**config.mk**
```make
export PLATFORM = sky130hd
export DESIGN_NAME = btn_eventos_flat
export DESIGN_NICKNAME = d
export VERILOG_FILES = /design/src/rtl/btn_eventos_if.sv /design/src/rtl/btn_eventos.sv /design/src/flat_wrapper.sv
export SDC_FILE = /design/constraint.sdc
export NUM_CORES = 1
export LEC_CHECK = 0
export CAP_MARGIN = 15
export CORE_ASPECT_RATIO = 1.2
export CORE_MARGIN = 2
export CORE_UTILIZATION = 66
export CTS_CLUSTER_DIAMETER = 150
export DETAILED_ROUTE_END_ITERATION = 16
export PLACE_DENSITY = 0.92
export SYNTH_ARGS = -nofsm -noshare
export SYNTH_HDL_FRONTEND = slang
export SYNTH_SLANG_ARGS = --single-unit
```
**constraint.sdc**
```tcl
create_clock -name clk -period 4.6 [get_ports clk]
set_input_delay 1.15 -clock clk [delete_from_list [all_inputs] [get_ports clk]]
set_output_delay 1.15 -clock clk [all_outputs]
set_load 0.03 [all_outputs]
```
**src/rtl/btn_eventos_if.sv**
```systemverilog
// btn_eventos_if: debounced button levels in, command events and test-mode level out
interface btn_eventos_if;
  logic btn_salud;
  logic btn_hambre;
  logic btn_reset;
  logic btn_test;
  logic ev_curar;
  logic ev_alimentar;
  logic ev_reset;
  logic modo_test;
  logic ev_test_paso;
  modport master (
    output btn_salud, btn_hambre, btn_reset, btn_test,
    input  ev_curar, ev_alimentar, ev_reset, modo_test, ev_test_paso
  );
  modport slave (
    input  btn_salud, btn_hambre, btn_reset, btn_test,
    output ev_curar, ev_alimentar, ev_reset, modo_test, ev_test_paso
  );
endinterface

```
**src/rtl/btn_eventos.sv**
```systemverilog
// btn_eventos: turns debounced button levels into one-cycle command events and a test-mode level
module btn_eventos #(
  parameter int HOLD_CYC = 250_000_000
) (
  input logic clk,
  input logic rst,
  btn_eventos_if.slave bus
);
  localparam int CW = $clog2(HOLD_CYC + 1);
  localparam logic [CW-1:0] LAST = CW'(HOLD_CYC - 1);
  localparam logic [CW-1:0] FULL = CW'(HOLD_CYC);
  typedef enum logic [1:0] {IDLE, COUNT, FIRED} st_t;
  logic [1:0] btn;
  logic [1:0] prev;
  logic p_salud;
  logic p_hambre;
  st_t st [2];
  st_t st_n [2];
  logic [CW-1:0] cnt [2];
  logic [CW-1:0] cnt_n [2];
  logic [1:0] fire;
  logic idle;
  logic curar_n;
  logic alim_n;
  logic modo_n;
  logic paso_n;
  // channel 0 is the reset button, channel 1 the test button
  assign btn = {bus.btn_test, bus.btn_reset};
  // previous samples load during reset too, so a button held through reset yields no rising edge
  always_ff @(posedge clk) begin
    p_salud <= bus.btn_salud;
    p_hambre <= bus.btn_hambre;
    prev <= btn;
  end
  // long-press channel state and hold counters
  always_ff @(posedge clk) begin
    for (int i = 0; i < 2; i++) begin
      st[i] <= rst ? IDLE : st_n[i];
      cnt[i] <= rst ? '0 : cnt_n[i];
    end
  end
  // a press only starts counting if the other channel is idle; the counter saturates once fired
  always_comb begin
    st_n = st;
    cnt_n = cnt;
    fire = '0;
    for (int i = 0; i < 2; i++) begin
      case (st[i])
        IDLE: if (btn[i] && !prev[i] && st[1-i] == IDLE) begin
          st_n[i] = COUNT;
          cnt_n[i] = CW'(1);
        end
        COUNT: if (!btn[i]) st_n[i] = IDLE;
          else if (cnt[i] == LAST) begin
            st_n[i] = FIRED;
            cnt_n[i] = FULL;
            fire[i] = 1'b1;
          end else cnt_n[i] = cnt[i] + CW'(1);
        FIRED: if (!btn[i]) st_n[i] = IDLE;
        default: st_n[i] = IDLE;
      endcase
    end
  end
  // event decode: heal/feed only fire alone and while both long-press channels are idle
  always_comb begin
    idle = st[0] == IDLE && st[1] == IDLE;
    curar_n = bus.btn_salud && !p_salud && !bus.btn_hambre && !p_hambre && idle;
    alim_n = bus.btn_hambre && !p_hambre && !bus.btn_salud && !p_salud && idle;
    modo_n = fire[0] ? 1'b0 : fire[1] ? !bus.modo_test : bus.modo_test;
    paso_n = st[1] == COUNT && !btn[1] && bus.modo_test;
  end
  // registered outputs; a reset long press beats a simultaneous test toggle
  always_ff @(posedge clk) begin
    if (rst) begin
      bus.ev_curar <= 1'b0;
      bus.ev_alimentar <= 1'b0;
      bus.ev_reset <= 1'b0;
      bus.modo_test <= 1'b0;
      bus.ev_test_paso <= 1'b0;
    end else begin
      bus.ev_curar <= curar_n;
      bus.ev_alimentar <= alim_n;
      bus.ev_reset <= fire[0];
      bus.modo_test <= modo_n;
      bus.ev_test_paso <= paso_n;
    end
  end
endmodule

```
**src/flat_wrapper.sv**
```systemverilog
// flat-port wrapper written by rule: the top's interface ports become plain ports
module btn_eventos_flat 
#(
  parameter int HOLD_CYC = 250_000_000
)
  (clk, rst, bus_btn_salud, bus_btn_hambre, bus_btn_reset, bus_btn_test, bus_ev_curar, bus_ev_alimentar, bus_ev_reset, bus_modo_test, bus_ev_test_paso);
  btn_eventos_if bus_i ();
  input logic clk;
  input logic rst;
  input wire logic [$bits(bus_i.btn_salud)-1:0] bus_btn_salud;
  input wire logic [$bits(bus_i.btn_hambre)-1:0] bus_btn_hambre;
  input wire logic [$bits(bus_i.btn_reset)-1:0] bus_btn_reset;
  input wire logic [$bits(bus_i.btn_test)-1:0] bus_btn_test;
  output wire logic [$bits(bus_i.ev_curar)-1:0] bus_ev_curar;
  output wire logic [$bits(bus_i.ev_alimentar)-1:0] bus_ev_alimentar;
  output wire logic [$bits(bus_i.ev_reset)-1:0] bus_ev_reset;
  output wire logic [$bits(bus_i.modo_test)-1:0] bus_modo_test;
  output wire logic [$bits(bus_i.ev_test_paso)-1:0] bus_ev_test_paso;
  assign bus_i.btn_salud = bus_btn_salud;
  assign bus_i.btn_hambre = bus_btn_hambre;
  assign bus_i.btn_reset = bus_btn_reset;
  assign bus_i.btn_test = bus_btn_test;
  assign bus_ev_curar = bus_i.ev_curar;
  assign bus_ev_alimentar = bus_i.ev_alimentar;
  assign bus_ev_reset = bus_i.ev_reset;
  assign bus_modo_test = bus_i.modo_test;
  assign bus_ev_test_paso = bus_i.ev_test_paso;
  btn_eventos #(.HOLD_CYC(HOLD_CYC)) u_core (.clk(clk), .rst(rst), .bus(bus_i));
endmodule
```
==> Word-level counts from Yosys, hierarchy flattened <==
Cells that the tools add are included.
{ "word_totals": {"n_memories": 0, "romBits": 0, "reg_bits": 69, "out_inout_bits": 5, "ram_bits": 0, "latchBits": 0, "word_cells": 84, "in_bits": 6} }
{ "op_classes": {"mux": 24, "n_bitwise": 0, "reduce_logical": 32, "eq_ne": 14, "n_div": 0, "n_shift": 0, "magnitude_cmp": 0, "mul": 0, "addsub": 2} }
{ "op_table": {"columns": ["op", "n"], "rows": [
  ["two-way mux 28 bit", 6],
  ["case mux 28 bit (2 select lines)", 2],
  ["adder 28 x 1 -> 28 bit (second input constant)", 2],
  ["equality test 28 bit (second input constant)", 2],
  ["two-way mux 2 bit", 8],
  ["logical AND 1 bit", 15],
  ["case mux 2 bit (3 select lines)", 2],
  ["AND reduction 3 bit", 4],
  ["zero test 1 bit", 8],
  ["inequality test 2 bit (second input constant)", 4],
  ["two-way mux 1 bit", 6],
  ["inequality test 3 x 2 -> 1 bit (second input constant)", 2],
  ["equality test 2 x 1 -> 1 bit (second input constant)", 2],
  ["equality test 2 bit (second input constant)", 2],
  ["zero test 2 bit", 2],
  ["inequality test 2 x 1 -> 1 bit (second input constant)", 2],
  ["nonzero test 2 bit", 2],
  ["OR reduction 2 bit", 1]
]} }

==> Logic depth before layout (Yosys ltp) <==
Gate-level depths: netlist of run 1.
{ "logic_depth": {"depth_word": 5, "mapped_depth": 8, "depth_no_buf": 6} }

==> Least setup slack after synthesis of run 1 <==
No wires, ideal clock.
{ "synth_path": {"kind": "input-to-reg", "start": "in bus_btn_test", "end": "reg u_core.cnt[5] in the netlist's numbering", "slack_ns": 2.059, "arrival_time_ns": 2.471, "setup_time_ns": 0.070, "required_time_ns": 4.530, "path_stages": 5, "cell_sequence": "clkbuf_1 -> o211ai_1 -> or4_1 -> a211o_1 -> a21oi_1"} }
{ "synth_between": {"elab_chain_len": 4, "elab_cells_between_ends": 5} }
{ "synth_rtl": {"columns": ["element", "line_no", "source"], "rows": [
  ["from (decl)", "flat_wrapper.sv:13", "input wire logic [$bits(bus_i.btn_test)-1:0] bus_btn_test;"],
  ["logical AND 1 bit (2 in series)", "btn_eventos.sv:49", "IDLE: if (btn[i] && !prev[i] && st[1-i] == IDLE) begin"],
  ["inequality test 2 x 1 -> 1 bit (no line)", null, null],
  ["AND reduction 3 bit (no line) (*)", null, null],
  ["to (signal, indexed assignment)", "btn_eventos.sv:39", "cnt[i] <= rst ? '0 : cnt_n[i];"],
  ["to (decl)", "btn_eventos.sv:19", "logic [CW-1:0] cnt [2];"]
]} }
Every way passes the cells marked *; elsewhere a longest branch is shown, timed or not.
A chain may end at the register's enable or synchronous reset.

==> flow_metrics.tcl, run 1 <==
set metrics [dict create \
    hpwl_mm 6.05 \
    wirelength_mm 9.37 \
    fp.dieW_um 72.0 \
    min_from "u_core.cnt[5]" \
    cp_data_arrival_time_ns 3.01 \
    synth_seq_cells 69 \
    antenna_left 0 \
    port_buffers 10 \
    nFillCells 386 \
    synth_cell_types 61 \
    clock_skew_ns 0.0101 \
    yosysTopAreaCell "dfxtp_1" \
    avgSynthCellArea_um2 8.07 \
    grt_max_degree 45 \
    yosysWarnings 0 \
    multi_input_area_um2 2150 \
    synth_area_leaders "dfxtp_1 38%, a21oi_1 4.8%, o21ai_0 4.6%" \
    synth_edf_count 0 \
    drtPass1Iterations 6 \
    seq_area_um2 1380 \
    die-area_um2 6170 \
    worstMarginPinSlew_ns 0.934 \
    die_h_um 85.6 \
    synth_cells 454 \
    row_count 29 \
    syn_nets 462 \
    gp_congestion 0.903 \
    hold_viol 0 \
    cts_resized 0 \
    hold_class "reg2reg" \
    cts.sinks 69 \
    wl_per_cell_um 18.0 \
    maxSlewHeadroom_pct 37.4 \
    top_layer "met4" \
    clk_path_buf_depth 2 \
    drt-met1-wl_mm 3.76 \
    fmaxAchievable_mhz 361 \
    grt_pass1_wl_mm 15.6 \
    wl_met3_um 534 \
    crit_path_end_kind "flop" \
    clock_latency_ns 0.35 \
    rr_startpoint "u_core.cnt[0]" \
    total_power_mw 1.34 \
    power_density_nw_per_um2 330 \
    cts_setup_buffers 0 \
    grt_pass1_vias 3421 \
    cts_hold_buf 0 \
    overflow 0 \
    status "complete, no violations" \
    slew_violations 0 \
    nNetsFinal 463 \
    vias 3651 \
    synth-main-ff-cell "dfxtp_1" \
    period_share_pct 60.2 \
    start_util_pct 68.7 \
    drt_iter0_markers 494 \
    grt_setup_unrepaired "no" \
    clk_pin_slew_ns 0.08 \
    worst_slack_ns 1.83 \
    antenna_found_initial 0 \
    ioPinCount 11 \
    synth_top_area_share_pct 37.7 \
    vias_per_cell 6.99 \
    maxCapViolCount 0 \
    critPathRequiredTime_ns 4.84 \
    start_kind "input port" \
    diodes 0 \
    peakVddDrop_mv 0.281 \
    holdWs_ns 0.505 \
    cts.root.buffer_cell "clkbuf_8" \
    grt_usage_pct 31.9 \
    finalSetupViolCount 0 \
    setup_tns_ns 0 \
    syn2layout_area_growth_pct 10.3 \
    crit_fanout 44 \
    pre_cts_slack_ns 1.50 \
    ys_seq_area_share_pct 37.7 \
    syn_area_um2 3660 \
    drc_errors 0 \
    cts_buffers 9 \
    crit_start "rst" \
    p_leak_nw 1.27 \
    holdPathStages 2 \
    fin_crit_ns 2.77 \
    routed-wl-met2_mm 4.79 \
    drive_gt1_share_pct 7.17 \
    core_area_um2 5330 \
    async_flop_share_pct 0 \
    rr_worst_depth 6 \
    cts_tree "yes" \
    crit_type "in2reg" \
    cts_max_level 3 \
]
-- layout make-up --
class                      instances  share of cell area [%]
multi-input combinational        353                    53.2
sequential                        69                    34.2
clock buffer                      10                    3.40
clock inverter                     6                    3.31
timing repair buffer              14                    3.22
tap                               62                    1.92
inverter                           8                   0.743
-- report_power, final --
part | internal, mW | total (mW) | switching [mW]
clock network | 0.430 | 0.665 | 0.236
registers | 0.602 | 0.609 | 0.00676
logic | 0.0189 | 0.0610 | 0.0421
total | 1.05 | 1.34 | 0.285
-- worst paths after layout --
check,endpoint,slack (ns)
setup reg to reg,u_core.cnt[20],2.14
hold / removal,u_core.cnt[5],0.51
setup / recovery,u_core.cnt[20],1.83
hold reg to reg,u_core.cnt[5],0.51
-- routing by layer --
metal  global-route usage [%]  up-vias
met1                     37.2     1717
met2                     54.6      183
met4                     18.9        0
met5                        0        -
li1                         -     1719
met3                     4.94       32
-- metrics by stage --
| step | utilization, % | area, µm² | std cells |
|---|---|---|---|
| 3_3_place_gp | 70.7 | 3770 | 506 |
| 3_5_place_dp | 70.7 | 3770 | 506 |
| 6_report | 75.8 | 4040 | 522 |
| 2_1_floorplan | - | 3660 | 454 |
| 4_1_cts | 75.8 | 4040 | 522 |
| 5_1_grt | 75.8 | 4040 | 522 |
-- critical path, cell delays in order --
cell and delay, ns:
clkdlybuf4s50_1 0.45, buf_4 0.42, inv_1 0.26, nand2_1 0.36, o32ai_1 0.16, a21o_1 0.20
-- cell families after synthesis --
logic type	after synthesis	share of synthesized area, %
muxes	2	0.581
xor gates and xnor gates	20	4.78
buffers and inverters	32	3.55
and+or+nand+nor	208	32.6
DFF	69	37.7
adders and majority gates	2	0.683
AOI/OAI and AO/OA	121	20.1
-- state kept, by name (all words and copies together) (netlist names) --
name,cells
u_core.bus.modo_test,1
u_core.st,4
u_core.bus.ev_alimentar,1
u_core.bus.ev_reset,1
u_core.bus.ev_curar,1
u_core.prev,2
u_core.p_hambre,1
u_core.p_salud,1
u_core.cnt,56
u_core.bus.ev_test_paso,1
-- Yosys cell counts (all sizes together) (2+ instances only) --
master and number:
xnor2 9, a31oi 10, nor3b 4, nand3 22, ha 2, a211oi 3
nand3b 2, and3b 2, inv 8, o22ai 4, or3 2, o31ai 4
and4 10, buf 7, nand2b 4, a41oi 4, and2 5, nor4b 5
a21o 6, and3 9, o211ai 3, nand4 20, dfxtp 69, nor2 39
o21a 2, o21ai 37, xor2 11, nor3 25, nor4bb 2, a21oi 36
clkbuf 17, nor4 9, o2bb2ai 3, or4 9, nand4b 2, nand2 33
-- placed cells by master, fill, tap and decap left out, types with 5 or more instances in the layout --
cell             Yosys  routed
xor2_1              11      11
and4_1              10      10
a31oi_1             10      10
nand2_1             33      33
a21oi_1             35      35
nor4b_1              5       5
clkdlybuf4s50_1      0      10
nand4_1             20      20
xnor2_1              9       9
and2_1               5       5
nand3_1             21      21
nor4_1               7       7
nor2_1              39      39
or4_1                7       7
nor3_1              22      22
dfxtp_1             69      69
and3_1               8       8
clkbuf_8             0      10
inv_1                8       8
o21ai_0             34      34
a21o_1               6       6
Note: power is estimated with default switching activity, not from simulation.
==> inputs of run 2 (changes only) <==
--- a/config.mk
+++ b/config.mk
@@ -8,10 +8,10 @@
 export CAP_MARGIN = 15
 export CORE_ASPECT_RATIO = 1.2
 export CORE_MARGIN = 2
-export CORE_UTILIZATION = 66
+export CORE_UTILIZATION = 61
 export CTS_CLUSTER_DIAMETER = 150
 export DETAILED_ROUTE_END_ITERATION = 16
-export PLACE_DENSITY = 0.92
+export PLACE_DENSITY = 0.86
 export SYNTH_ARGS = -nofsm -noshare
 export SYNTH_HDL_FRONTEND = slang
 export SYNTH_SLANG_ARGS = --single-unit
==> constraint.sdc (replaced) <==
create_clock -name clk -period 2.9 [get_ports clk]
set_input_delay 0.725 -clock clk [delete_from_list [all_inputs] [get_ports clk]]
set_output_delay 0.725 -clock clk [all_outputs]
set_load 0.03 [all_outputs]
==> run 2 against run 1 <==
Compared with the run above:
- non-clock buffer count is 9 higher
- first-iteration DRC count fell by 32%
- utilization is 4.5 points lower
- clock power up 39%
- clock-buffer cell count increased by 1
- critical path depth unchanged
==> flow_metrics.tcl, run 2 (synthesis gave the netlist of run 1 again) <==
set metrics [dict create \
    antenna_left 0 \
    wirelength_mm 9.77 \
    wl_per_cell_um 17.8 \
    final_common_cell "dfxtp_1" \
    seq_area_um2 1380 \
    die-area_um2 6640 \
    start_util_pct 63.8 \
    cts_max_level 3 \
    ff2ff_setup_slack_ns 0.73 \
    cts_setup_buffers 0 \
    slowest_stage "clkdlybuf4s50_1" \
    pre_cts_slack_ns 0.301 \
    clk_pin_slew_ns 0.08 \
    stdcell_area_um2 4100 \
    p_sw_uw 473 \
    core_area_um2 5740 \
    critPathRequiredTime_ns 3.21 \
    ioPinCount 11 \
    cts_resized 0 \
    crit_path_end_kind "flop" \
    crit_start "bus_btn_reset" \
    fmaxAchievable_mhz 442 \
    combPwrFrac_pct 5.2 \
    clock_skew_ns 0.0105 \
    cts_tree "yes" \
    setup_tns_ns 0 \
    drt_iter0_markers 336 \
    clkPwrFrac_pct 46.4 \
    row_count 30 \
    slew_violations 0 \
    reg.largest.list "u_core.cnt (56), u_core.st (4), u_core.prev (2)" \
    grt_max_degree 21 \
    dpl-instance-area_um2 3860 \
    drive_gt1_share_pct 8.96 \
    finalSetupViolCount 0 \
    die_h_um 88.9 \
    nFillCells 450 \
    start_kind "input port" \
    port_buffers 10 \
    holdWs_ns 0.497 \
    top_register "u_core.cnt" \
    timing.rr.end "u_core.cnt[48]" \
    power_frac_seq_pct 48.4 \
    rr_startpoint "u_core.cnt[30]" \
    clk_path_buf_depth 2 \
    crit_chain "clkdlybuf4s50_1 > nor2b_1 > o21ai_1 > or4_1 > a21boi_0 > a31o_2" \
    vias 3695 \
    crit_fanout 7 \
    gp_congestion 0.913 \
    maxCapViolCount 0 \
    multi_input_area_um2 2150 \
    period_share_pct 78.0 \
    worstMarginPinSlew_ns 0.843 \
    hold_class "reg2reg" \
    antenna_found_initial 0 \
    fp.dieW_um 74.7 \
    vias_per_cell 6.73 \
    hpwl_mm 6.48 \
    grt_pass1_wl_mm 15.8 \
    grt_setup_unrepaired "no" \
    p_leak_nw 1.29 \
    cts.root.buffer_cell "clkbuf_8" \
    drtPass1Iterations 6 \
    slowest_delay_ns 0.55 \
    clock_latency_ns 0.36 \
    power_density_nw_per_um2 487 \
    holdPathStages 2 \
    hold_path_end "u_core.bus.ev_test_paso" \
    diodes 0 \
    cts_hold_buf 0 \
    fin_crit_ns 2.26 \
    total_power_mw 1.99 \
    grt_usage_pct 31.2 \
    internal_power_mw 1.52 \
    cp_data_arrival_time_ns 2.57 \
    peakVddDrop_mv 0.389 \
    hold_viol 0 \
    crit_type "in2reg" \
    drc_errors 0 \
    cts.sinks 69 \
    switching_share_pct 23.7 \
    final_cell_mix "69 x dfxtp_1, 39 x nor2_1, 35 x a21oi_1" \
    min_from "u_core.bus.modo_test" \
    grt_pass1_vias 3527 \
    largest_reg_flops 56 \
    worst_slack_ns 0.639 \
    cts_buffers 9 \
    maxSlewHeadroom_pct 43.4 \
    status "complete, no violations" \
    nNetsFinal 472 \
    syn2layout_area_growth_pct 11.8 \
    rr_worst_depth 5 \
    overflow 0 \
]
==> run 2: changes by cell type in the layout (fill, tap and decap cells not counted), sizes merged <==
cell	change
buf	+9
bufinv	-2
clkinv	-2
clkinvlp	+3
clkbuf	+1
==> run 2: power by group through the flow <==
stage	Sequential (mW)	Clock, mW	Combinational (mW)
after global placement	0.986	0	0.0978
after floorplan	0.983	0	0.0669
final	0.965	0.925	0.103
after detailed placement	0.987	0	0.101
after global routing	0.966	0.967	0.112
after CTS	0.965	0.928	0.102
==> run 2: metal layers <==
metal	global-route usage, %	vias to the layer above	part of all wire (%)
met5	0	-	0
met4	16.4	0	3.0
met3	9.24	43	7.1
met2	55.9	202	50
met1	32.6	1714	39
li1	-	1736	-
==> run 2: how the worst max path moves through the flow <==
stage | end | slack, ns | cells past startpoint
CTS | u_core.cnt[33] | 0.67 | 6
detailed placement | u_core.cnt[38] | 0.30 | 6
global route | u_core.cnt[33] | 0.51 | 6
finish | u_core.cnt[33] | 0.64 | 6
global placement | u_core.cnt[38] | 0.42 | 6
floorplan | u_core.cnt[5] | 0.78 | 5
==> run 2: cell type report <==
cell class / count / area share [%]
clock buffer: 11 / 3.70
clock inverter: 5 / 2.02
inverter: 8 / 0.733
multi-input combinational: 353 / 52.6
sequential: 69 / 33.7
tap: 80 / 2.44
timing repair buffer: 23 / 4.83
==> run 2: critical path: cells and delay by family <==
kind / cells / cell delay (ns)
AOI/OAI and AO/OA: 3 / 0.55
buffers and inverters: 1 / 0.55
and+or+nand+nor: 2 / 0.75
==> run 2: through the flow <==
step | utilization [%] | std cells
finish | 71.3 | 549
global route | 71.3 | 549
CTS | 71.3 | 549
detailed placement | 67.2 | 533
global placement | 67.2 | 533
floorplan | - | 454
==> inputs of run 3 (changes only) <==
==> constraint.sdc (replaced) <==
create_clock -name clk -period 2.25 [get_ports clk]
set_input_delay 0.5625 -clock clk [delete_from_list [all_inputs] [get_ports clk]]
set_output_delay 0.5625 -clock clk [all_outputs]
set_load 0.03 [all_outputs]
==> run 3 against run 2 <==
Compared with the run above:
- final area increased by 4.1%
- register-to-register slack got worse by 0.60 ns
- hold slack about the same
- non-clock buffer count increased by 20
- setup slack got worse by 0.51 ns
- clock power increased by 29%
- routed wire length increased by 0.86%
- critical path type is now reg2reg
==> flow_metrics.tcl, run 3 (synthesis gave the netlist of run 1 again) <==
set metrics [dict create \
    cts.sinks 69 \
    setup_tns_ns 0 \
    core_area_um2 5740 \
    top_register "u_core.cnt" \
    port_buffers 10 \
    power_density_nw_per_um2 607 \
    nNetsFinal 492 \
    cp_data_arrival_time_ns 2.40 \
    status "complete, no violations" \
    maxCapViolCount 0 \
    p_leak_nw 1.40 \
    vias_per_cell 6.64 \
    clk_pin_slew_ns 0.07 \
    finalSetupViolCount 0 \
    grt_max_degree 24 \
    fin_crit_ns 2.12 \
    wl_per_cell_um 17.4 \
    antenna_found_initial 0 \
    critPathRequiredTime_ns 2.54 \
    cts_setup_buffers 0 \
    crit_type "reg2reg" \
    cts_buffers 9 \
    diodes 0 \
    clock_latency_ns 0.34 \
    grt_setup_unrepaired "no" \
    vias 3770 \
    grt_pass1_vias 3565 \
    final_cell_mix "69 x dfxtp_1, 39 x nor2_1, 35 x a21oi_1" \
    antenna_left 0 \
    start_kind "flop" \
    overflow 0 \
    gp_congestion 0.907 \
    slew_violations 0 \
    die_h_um 88.9 \
    nFillCells 430 \
    grt_pass1_wl_mm 16.1 \
    clk_path_buf_depth 2 \
    cts_tree "yes" \
    hold_class "reg2reg" \
    syn2layout_area_growth_pct 16.4 \
    wirelength_mm 9.86 \
    drc_errors 0 \
    ioPinCount 11 \
    crit_fanout 8 \
    cts.root.buffer_cell "clkbuf_8" \
    period_share_pct 94.1 \
    cts_resized 0 \
    largest_reg_flops 56 \
    maxSlewHeadroom_pct 64.7 \
    peakVddDrop_mv 0.668 \
    cts_hold_buf 0 \
    grt_usage_pct 31.2 \
    worstMarginPinSlew_ns 0.526 \
    hold_viol 0 \
    drive_gt1_share_pct 12.3 \
    drtPass1Iterations 5 \
    fp.dieW_um 74.7 \
    utilization_pct 74.2 \
    fmaxAchievable_mhz 472 \
    hpwl_mm 6.90 \
    clock_skew_ns 0.00751 \
    cts_max_level 3 \
    crit_path_end_kind "flop" \
    reg.largest.list "u_core.cnt (56), u_core.st (4), u_core.prev (2)" \
    final_common_cell "dfxtp_1" \
    die-area_um2 6640 \
    row_count 30 \
    start_util_pct 63.8 \
    drt_iter0_markers 295 \
]
-- run 3: final cells by class --
cell class	instances	area, µm²	share of cell area (%)
multi-input cells	353	2150	50.5
flip-flops and latches	69	1380	32.4
repair buffers	43	373	8.74
clock buffers	10	128	2.99
clock inverters	5	100	2.35
well taps	80	100	2.35
inverters	8	30.0	0.704
-- run 3: worst max-delay path, cell delays in order, from the launching register on --
cell and delay (ns):
dfxtp_1 0.48, and3_4 0.27, nand3_2 0.09, or4_4 0.58, or4_4 0.50, a21oi_2 0.14
-- run 3: report_power, final --
part | switching, mW | internal [mW]
registers | 0.0109 | 1.23
clock network | 0.460 | 0.727
logic | 0.0958 | 0.0632
-- run 3: metrics by stage --
step	setup slack, ns	area, µm²	cells	power, mW	hold WS [ns]
6_report	0.132	4260	568	2.59	0.497
5_1_grt	0.0275	4260	568	2.66	0.518
4_1_cts	0.149	4260	568	2.59	0.503
3_5_place_dp	0.0284	4040	553	1.43	0.492
3_3_place_gp	0.111	4040	553	1.42	0.472
2_1_floorplan	0.296	3660	454	1.35	0.454
-- run 3: worst paths after layout --
path / startpoint / end / slack (ns) / cells past startpoint
worst max-delay path: u_core.cnt[40] / u_core.cnt[52] / 0.13 / 5
worst min-delay path: u_core.cnt[55] / u_core.cnt[55] / 0.50 / 2
worst max register to register: u_core.cnt[40] / u_core.cnt[52] / 0.13 / 5
worst min register to register: u_core.cnt[55] / u_core.cnt[55] / 0.50 / 2
-- run 3: metal layers --
layer  up-vias  track usage [%]  part of all wire [%]
li1       1773                -                     -
met1      1772             34.5                    38
met2       185             56.6                    52
met3        40             5.64                   6.1
met4         0             15.4                   3.2
met5         -                0                     0
